==> src/rtl/booth_pkg.sv <==
`default_nettype none
// ============================================================================
//  Module   : booth_pkg
//  Purpose  : Shared constants and FSM state encoding for the sequential
//             radix-2 Booth multiplier.
//  Revision : 1.0 - initial release
// ============================================================================
package booth_pkg;

    // Operand width the fixed 8-bit booth_substep supports.
    localparam int c_default_width = 8;

    // Controller states. The width is given explicitly so that the register
    // stays two bits wide whatever the tool's enum default is.
    typedef enum logic [1:0] {
        ST_IDLE = 2'd0,
        ST_RUN  = 2'd1,
        ST_DONE = 2'd2
    } state_t;

endpackage : booth_pkg
`default_nettype wire

==> src/rtl/booth_substep.sv <==
`default_nettype none
// ============================================================================
//  Module   : eight_bit_adder_subtractor
//  Purpose  : 8-bit modulo-256 add/subtract with a signed-overflow flag.
//  Revision : 1.0 - initial release
// ============================================================================
module eight_bit_adder_subtractor (
    input  logic [7:0] a,
    input  logic [7:0] b,
    input  logic       sub,
    output logic [7:0] sum,
    output logic       overflow
);

    logic [7:0] w_b_eff;

    // Subtraction is a + ~b + 1. The +1 enters as the carry-in.
    assign w_b_eff  = b ^ {8{sub}};
    assign sum      = a + w_b_eff + {7'd0, sub};
    // Signed overflow: the operands share a sign and the result has the other sign.
    assign overflow = (a[7] == w_b_eff[7]) && (sum[7] != a[7]);

endmodule : eight_bit_adder_subtractor

// ============================================================================
//  Module   : booth_substep
//  Purpose  : One combinational radix-2 Booth step on {acc, Q, q0}. It makes a
//             conditional add or subtract of B, then an arithmetic right shift.
//  Revision : 1.0 - initial release
// ============================================================================
module booth_substep (
    input  logic [7:0] acc,
    input  logic [7:0] Q,
    input  logic       q0,
    input  logic [7:0] B,
    output logic [7:0] next_acc,
    output logic [7:0] next_Q,
    output logic       q0_next
);

    logic       w_add_en;
    logic       w_sub;
    logic [7:0] w_sum;
    logic       w_ovf;
    logic       w_sign;

    // The bit pair 10 subtracts B and 01 adds B. The pairs 00 and 11 add zero.
    assign w_add_en = Q[0] ^ q0;
    assign w_sub    = Q[0] & ~q0;

    eight_bit_adder_subtractor u_addsub (
        .a        (acc),
        .b        (B & {8{w_add_en}}),
        .sub      (w_sub),
        .sum      (w_sum),
        .overflow (w_ovf)
    );

    // The 8-bit sum wraps modulo 256. When it overflows (for example
    // 0 - (-128)), sum[7] is no longer the true sign. XOR with the overflow flag
    // gives the real sign, so the shift stays exact and the -128 corner cases
    // still produce correct products.
    assign w_sign   = w_sum[7] ^ w_ovf;
    assign next_acc = {w_sign, w_sum[7:1]};
    assign next_Q   = {w_sum[0], Q[7:1]};
    assign q0_next  = Q[0];

endmodule : booth_substep
`default_nettype wire

==> src/rtl/booth_seq_multiplier_ctrl.sv <==
`default_nettype none
// ============================================================================
//  Module   : booth_seq_multiplier_ctrl
//  Purpose  : Runs one shared booth_substep for WIDTH cycles to produce a
//             signed WIDTH x WIDTH -> 2*WIDTH product. Operands arrive on a
//             valid/ready input port and the product leaves on a valid/ready
//             output port.
//  Revision : 1.0 - initial release
// ============================================================================
module booth_seq_multiplier_ctrl
    import booth_pkg::*;
#(
    parameter int WIDTH = c_default_width,       // must be 8 (substep is 8-bit)
    parameter int CNT_W = $clog2(WIDTH) + 1      // derived; leave at default
) (
    input  logic                 clk,
    input  logic                 rst,
    input  logic                 in_valid,
    output logic                 in_ready,
    input  logic [WIDTH-1:0]     multiplicand,
    input  logic [WIDTH-1:0]     multiplier,
    output logic                 out_valid,
    input  logic                 out_ready,
    output logic [2*WIDTH-1:0]   product,
    output logic                 busy
);

    localparam logic [CNT_W-1:0] c_last_cnt = CNT_W'(WIDTH - 1);

    state_t             r_state;
    state_t             w_state_next;

    logic [WIDTH-1:0]   r_acc;
    logic [WIDTH-1:0]   r_q;
    logic [WIDTH-1:0]   r_b;
    logic               r_q_m1;
    logic [CNT_W-1:0]   r_cnt;
    logic [2*WIDTH-1:0] r_product;

    logic [WIDTH-1:0]   w_next_acc;
    logic [WIDTH-1:0]   w_next_q;
    logic               w_q0_next;

    logic               w_load;
    logic               w_step;
    logic               w_last_step;

    // A single Booth step instance is shared by every cycle of the run.
    booth_substep u_step (
        .acc      (r_acc),
        .Q        (r_q),
        .q0       (r_q_m1),
        .B        (r_b),
        .next_acc (w_next_acc),
        .next_Q   (w_next_q),
        .q0_next  (w_q0_next)
    );

    // State register. rst takes priority over every handshake.
    always_ff @(posedge clk) begin
        if (rst) begin
            r_state <= ST_IDLE;
        end else begin
            r_state <= w_state_next;
        end
    end

    // Next state, handshake outputs and datapath enables.
    always_comb begin
        w_state_next = r_state;
        in_ready     = 1'b0;
        out_valid    = 1'b0;
        busy         = 1'b0;
        w_load       = 1'b0;
        w_step       = 1'b0;
        w_last_step  = 1'b0;
        case (r_state)
            ST_IDLE: begin
                in_ready = 1'b1;
                if (in_valid) begin
                    w_load       = 1'b1;
                    w_state_next = ST_RUN;
                end
            end
            ST_RUN: begin
                busy   = 1'b1;
                w_step = 1'b1;
                // The run always takes WIDTH steps. There is no early exit.
                if (r_cnt == c_last_cnt) begin
                    w_last_step  = 1'b1;
                    w_state_next = ST_DONE;
                end
            end
            ST_DONE: begin
                busy      = 1'b1;
                out_valid = 1'b1;
                // No skid path: in_ready stays low until DONE hands off to IDLE.
                if (out_ready) begin
                    w_state_next = ST_IDLE;
                end
            end
            default: begin
                w_state_next = ST_IDLE;
            end
        endcase
    end

    // Operand load, per-step register update and product capture.
    always_ff @(posedge clk) begin
        if (rst) begin
            r_acc     <= '0;
            r_q       <= '0;
            r_b       <= '0;
            r_q_m1    <= 1'b0;
            r_cnt     <= '0;
            r_product <= '0;
        end else if (w_load) begin
            r_acc  <= '0;
            r_q    <= multiplier;
            r_b    <= multiplicand;
            r_q_m1 <= 1'b0;
            r_cnt  <= '0;
        end else if (w_step) begin
            r_acc  <= w_next_acc;
            r_q    <= w_next_q;
            r_q_m1 <= w_q0_next;
            r_cnt  <= r_cnt + 1'b1;
            // The product is captured from the final step on the same edge,
            // so it is valid on the first DONE cycle.
            if (w_last_step) begin
                r_product <= {w_next_acc, w_next_q};
            end
        end
    end

    assign product = r_product;

endmodule : booth_seq_multiplier_ctrl
`default_nettype wire

==> config.mk <==
export PLATFORM = sky130hd
export DESIGN_NAME = booth_seq_multiplier_ctrl
export DESIGN_NICKNAME = d
export VERILOG_FILES = /design/src/rtl/booth_pkg.sv /design/src/rtl/booth_substep.sv /design/src/rtl/booth_seq_multiplier_ctrl.sv
export SDC_FILE = /design/constraint.sdc
export NUM_CORES = 1
export LEC_CHECK = 0
export BUFFER_PORTS_ARGS = -buffer_cell sky130_fd_sc_hd__buf_2
export CORE_MARGIN = 2
export CORE_UTILIZATION = 60
export CTS_CLUSTER_DIAMETER = 200
export CTS_CLUSTER_SIZE = 28
export DETAILED_ROUTE_END_ITERATION = 6
export GPL_TIMING_DRIVEN = 0
export PLACE_DENSITY = 0.82
export SLEW_MARGIN = 20
export SYNTH_ARGS = -nofsm -noshare
export SYNTH_HDL_FRONTEND = slang
export SYNTH_SLANG_ARGS = --single-unit
export TNS_END_PERCENT = 5
==> constraint.sdc <==
create_clock -name clk -period 5.3 [get_ports clk]
set_clock_uncertainty 0.2 [all_clocks]
set_input_delay 0.265 -clock clk [delete_from_list [all_inputs] [get_ports clk]]
set_output_delay 0.265 -clock clk [all_outputs]
set_load 0.005 [all_outputs]
Word level (Yosys, flattened, before mapping) --
Cells that the tools add are included.
Cells by class: multiplexer cells 14, bitwise gates (word level) 7, reduce and logical (&&, ||, !) cells 7, equality and inequality tests 8, $add $sub $neg 3
Operator list (number):
- 8-bit 2-to-1 mux | 2
- 8-bit by 1-bit adder with 8-bit output | 1
- 8-bit adder | 1
- 8-bit AND | 1
- 1-bit 2-to-1 mux | 8
- 8-bit bitwise XOR | 1
- 2-bit 2-to-1 mux | 3
- 2-bit != test, second input constant | 3
- 2-bit one-hot mux with 3 select lines | 1
- 3-bit AND reduction | 2
- 4-bit by 1-bit adder with 4-bit output, second input constant | 1
- 4-bit by 3-bit == test with 1-bit output, second input constant | 1
- 2-bit OR reduction | 2
- 2-bit by 1-bit == test with 1-bit output, second input constant | 1
- 2-bit == test, second input constant | 1
- 2-bit zero test | 1
- 1-bit inverter | 2
- 2-bit nonzero test | 1
- 1-bit bitwise XOR | 2
- 1-bit AND | 1
- 1-bit == test | 1
- 1-bit logical AND | 1
- 1-bit != test | 1
Storage, ports and cells: register bits 47, bits of input ports 20, output and inout port bits 19

Logic depth before layout (Yosys ltp) --
depth after elaboration 8, gate-level depth with buffers 11

Hierarchy --
From an unflattened synthesis, not the netlist that was laid out.
Second synthesis, totals: cell total of the unflattened synthesis 280, area, all modules 2513.7 um^2
By module, submodules not included:
- booth_seq_multiplier_ctrl | instances 1, area each 1960.6 um^2, cells an instance 211
- eight_bit_adder_subtractor | instances 1, area each 410.4 um^2, cells an instance 49
- booth_substep | instances 1, area each 142.6 um^2, cells an instance 20

Worst setup path after synthesis --
No wires, ideal clock.
kind flip-flop to flip-flop, start reg r_q_m1, end reg r_product[13], in the netlist product[13], slack 2702 ps, clock period less this slack 2598 ps, arrival 2267 ps, required time 4969 ps, stages on the path, launching flop included 11, buffers on the path 0, path through dfxtp_1 > inv_1 > ha_1 > nand2b_4 > mux2_4 > fa_1 > a21oi_1 > o211ai_1 > a21oi_1 > xor2_1 > o31ai_1
Between the ends: longest elaborated chain between the ends 5
Ends and longest elaborated chain:
- start, declared | line booth_seq_multiplier_ctrl.sv:36 | logic r_q_m1;
- start signal, assigned | line booth_seq_multiplier_ctrl.sv:126 | r_q_m1 <= w_q0_next;
- 1-bit bitwise XOR or 1-bit inverter (tied branches) | line booth_substep.sv:48, booth_substep.sv:49
- 8-bit AND or 1-bit AND (tied branches) | line booth_substep.sv:53, booth_substep.sv:49
- 8-bit bitwise XOR | line booth_substep.sv:18 | assign w_b_eff = b ^ {8{sub}};
- 8-bit adder | line booth_substep.sv:19 | assign sum = a + w_b_eff + {7'd0, sub};
- 8-bit by 1-bit adder with 8-bit output (*) | line booth_substep.sv:19
- end signal, assigned | line booth_seq_multiplier_ctrl.sv:131 | r_product <= {w_next_acc, w_next_q};
- end, declared | line booth_seq_multiplier_ctrl.sv:38 | logic [2*WIDTH-1:0] r_product;
Every way passes the cells marked *; elsewhere a longest branch is shown, timed or not. A chain may end at the register's enable or synchronous reset.

Final worst setup path --
start reg r_q_m1, end reg r_product[14], in the netlist product[14]
The elaborated chain is that of the path after synthesis.

==> reports/results.tsv <==
metric	value	unit
failing checks	negative hold slack	
internal reg-to-reg setup slack	2.40	ns
Max FO, Critical Path	9	
synth warn	0	
Mean Syn Cell Area	8.57	µm²
Vias/cell	5.56	
vias in the first global route	1959	
fin util	74.2	%
Post-synth EDFFs	0	
RR Endpoint	product[14]	
Synth Register Bits	47	
power per cell area	295	nW/µm²
Post-Syn Area	2370	µm²
Root Driver	clkbuf_8	
Synth area leaders	dfxtp_1 (40%), nand2_1 (6.8%), ha_1 (5.8%)	
proportion of layout cells with a drive suffix above 1	15.9	%
asr flop ratio synth	0	%
GR Util met1	32.9	%
worst hold slack	-0.00269	ns
clk_lat worst skew	0.31	ns
RSZ-0062 raised after global routing	false	
port bufs	37	
Hold Path End	r_b[4]	
DR vias	2090	
Worst Hold Depth	3	
Synth top area share	39.6	%
Crit path max-delay family	compound AO/OA/AOI/OAI gates	
wire length per cell	14.3	µm
Fin Setup TNS	0	ns
r2r startpoint	r_q_m1	
endpoints failing setup	0	
chip height	66.9	µm
Post-CTS Resized	0	
Iteration-0 DRC Markers	99	
status	finished, violations left	
CP cell instances	inv_1 -> ha_1 -> nand2b_1 -> xnor2_1 -> ha_1 -> clkbuf_1 -> nand2_1 -> a21oi_1 -> a211oi_1 -> o31a_1 -> o211ai_1	
actual slew at the worst max-slew pin	0.623	ns
Critical path buffers and inverters	2	
CTS max path bufs	2	
gpl congestion	0.934	
post-synth net total	309	
Final nets	359	
sequential area share after synthesis	39.6	%
drt first pass iters	4	
Hold Path Origin	multiplicand[4]	
gr busiest metal	met2	
Max Freq	345	MHz
top cells by count, synth	dfxtp_1 (47), nand2_1 (43), a21oi_1 (23)	
final-layout fill cell count	299	
period utilisation layout	54.7	%
hold-fix buffers at CTS	6	
Die Area	4480	µm²
largest net degree at the start of global routing	16	
CP peak stage delay	0.43	ns
HP Class	input pin to register	
post-CTS setup buffers	0	
Pleak	1.12	nW
crit path capture type	register	
first-pass GRT wire length	8800	µm
Peak VDD IR	185	µV
# diodes	0	
most frequent cell after synthesis	dfxtp_1	
I/O Pins	39	
Critical Path AT	2.88	ns
antenna-violating nets left	0	
leading area contributor after synthesis	dfxtp_1	
Worst setup SP type	register	
Max-Cap Viols	0	
Initial Util	63.4	%
Critical-path top delay cell	a211oi_1	
Critical Path RT	5.28	ns
DRC viols	0	
Main synth FF type	dfxtp_1	
row count	22	
min cycle time layout	2.90	ns
CTS Buf Count	5	
Setup Crit Path Kind	register to register	
gr usage total	26.5	%
CTS sink count	47	
Die Width	66.9	µm
FF-to-FF path depth	11	
Slew Viols, Final	0	
DRT Wirelength	5370	µm
Synth cell types	48	
total gr overflow	0	
Mapped Cells	277	
detailed placer's ending HPWL	3860	µm
most frequent CP cell	ha_1	
met3 Use GR	5.57	%
total core area	3740	µm²
GR Util met2	43.6	%
initial antenna violation count	0	
worst relative slew slack	58.5	%
Syn-to-layout area delta	16.9	%
CTS tree	done	
CTS H-tree lvls	2	
Final Hold Vio Count	1	
clk slew on worst S/H paths	0.09	ns
## power by group
group	switching, mW	internal (mW)
combinational	0.117	0.0814
sequential	0.0154	0.373
clock	0.125	0.107
total	0.258	0.562
## worst max-delay path by stage
stage / start / to / slack (ns) / cells past startpoint
after floorplan: r_q_m1 / product[13] / 2.70 / 10
after global placement: r_q_m1 / r_acc[6] / 2.51 / 11
after detailed placement: r_q_m1 / product[13] / 2.44 / 10
after CTS: r_q_m1 / product[13] / 2.42 / 10
after global routing: r_q_m1 / product[14] / 2.15 / 11
final: r_q_m1 / product[14] / 2.40 / 11
## state kept, by name (all words and copies together), names as in the netlist
register  count
r_b           8
product      16
r_cnt         4
r_q           8
r_q_m1        1
r_acc         8
r_state       2
## placed cells by master (no fill, tap or decap), types with 9 or more instances in the layout
cell type	synthesis	layout
a211oi_1	11	11
a21oi_1	23	23
buf_2	2	39
clkbuf_1	12	12
dfxtp_1	47	47
ha_1	11	11
mux2i_1	11	11
nand2_1	43	43
nand3_1	9	9
nor2_1	22	22
xnor2_1	10	10
## through the flow
step                worst slack, ns  total power, mW  hold WS [ns]  instance area [µm²]  instances
floorplan                      2.70            0.540         0.201                 2370        277
detailed placement             2.44            0.588         0.246                 2620        362
finish                         2.40            0.819      -0.00269                 2780        376
global placement               2.51            0.583         0.241                 2620        362
global route                   2.15            0.856        0.0142                 2780        376
CTS                            2.42            0.815      0.000551                 2780        376
## cells by family (layout without fill, tap and decap cells)
kind of cell / after synthesis / after routing / share of synthesized area [%]
AND/OR/NAND/NOR: 100 / 100 / 19.7
AO/OA/AOI/OAI: 66 / 66 / 18.4
flip-flops: 47 / 47 / 39.6
buffers and inverters: 24 / 75 / 3.90
XOR/XNOR: 16 / 16 / 6.48
adder cells (fa/ha/maj): 12 / 12 / 6.64
multiplexers: 12 / 12 / 5.27
## final cells by class
cell class | instances | area, µm² | area share (%)
Timing Repair Buffer | 43 | 245 | 8.83
Tap cell | 48 | 60.1 | 2.16
Clock buffer | 6 | 82.6 | 2.97
Clock inverter | 2 | 13.8 | 0.496
Sequential cell | 47 | 941 | 33.9
Inverter | 9 | 33.8 | 1.22
Multi-Input combinational cell | 206 | 1340 | 48.3
Buffer | 15 | 58.8 | 2.12
## metal layers
layer,up-vias,share of wire (%)
met5,-,0
met4,0,1.8
met3,9,3.4
met2,42,48
met1,970,47
li1,1069,-
## tightest hold or removal path: cells and delay by family
| kind | cells | cell delay [ns] |
|---|---|---|
| buf+inv | 1 | 0.10 |
| simple gates | 1 | 0.05 |
| compound gates | 1 | 0.05 |
Note: power is estimated with default switching activity, not from simulation.
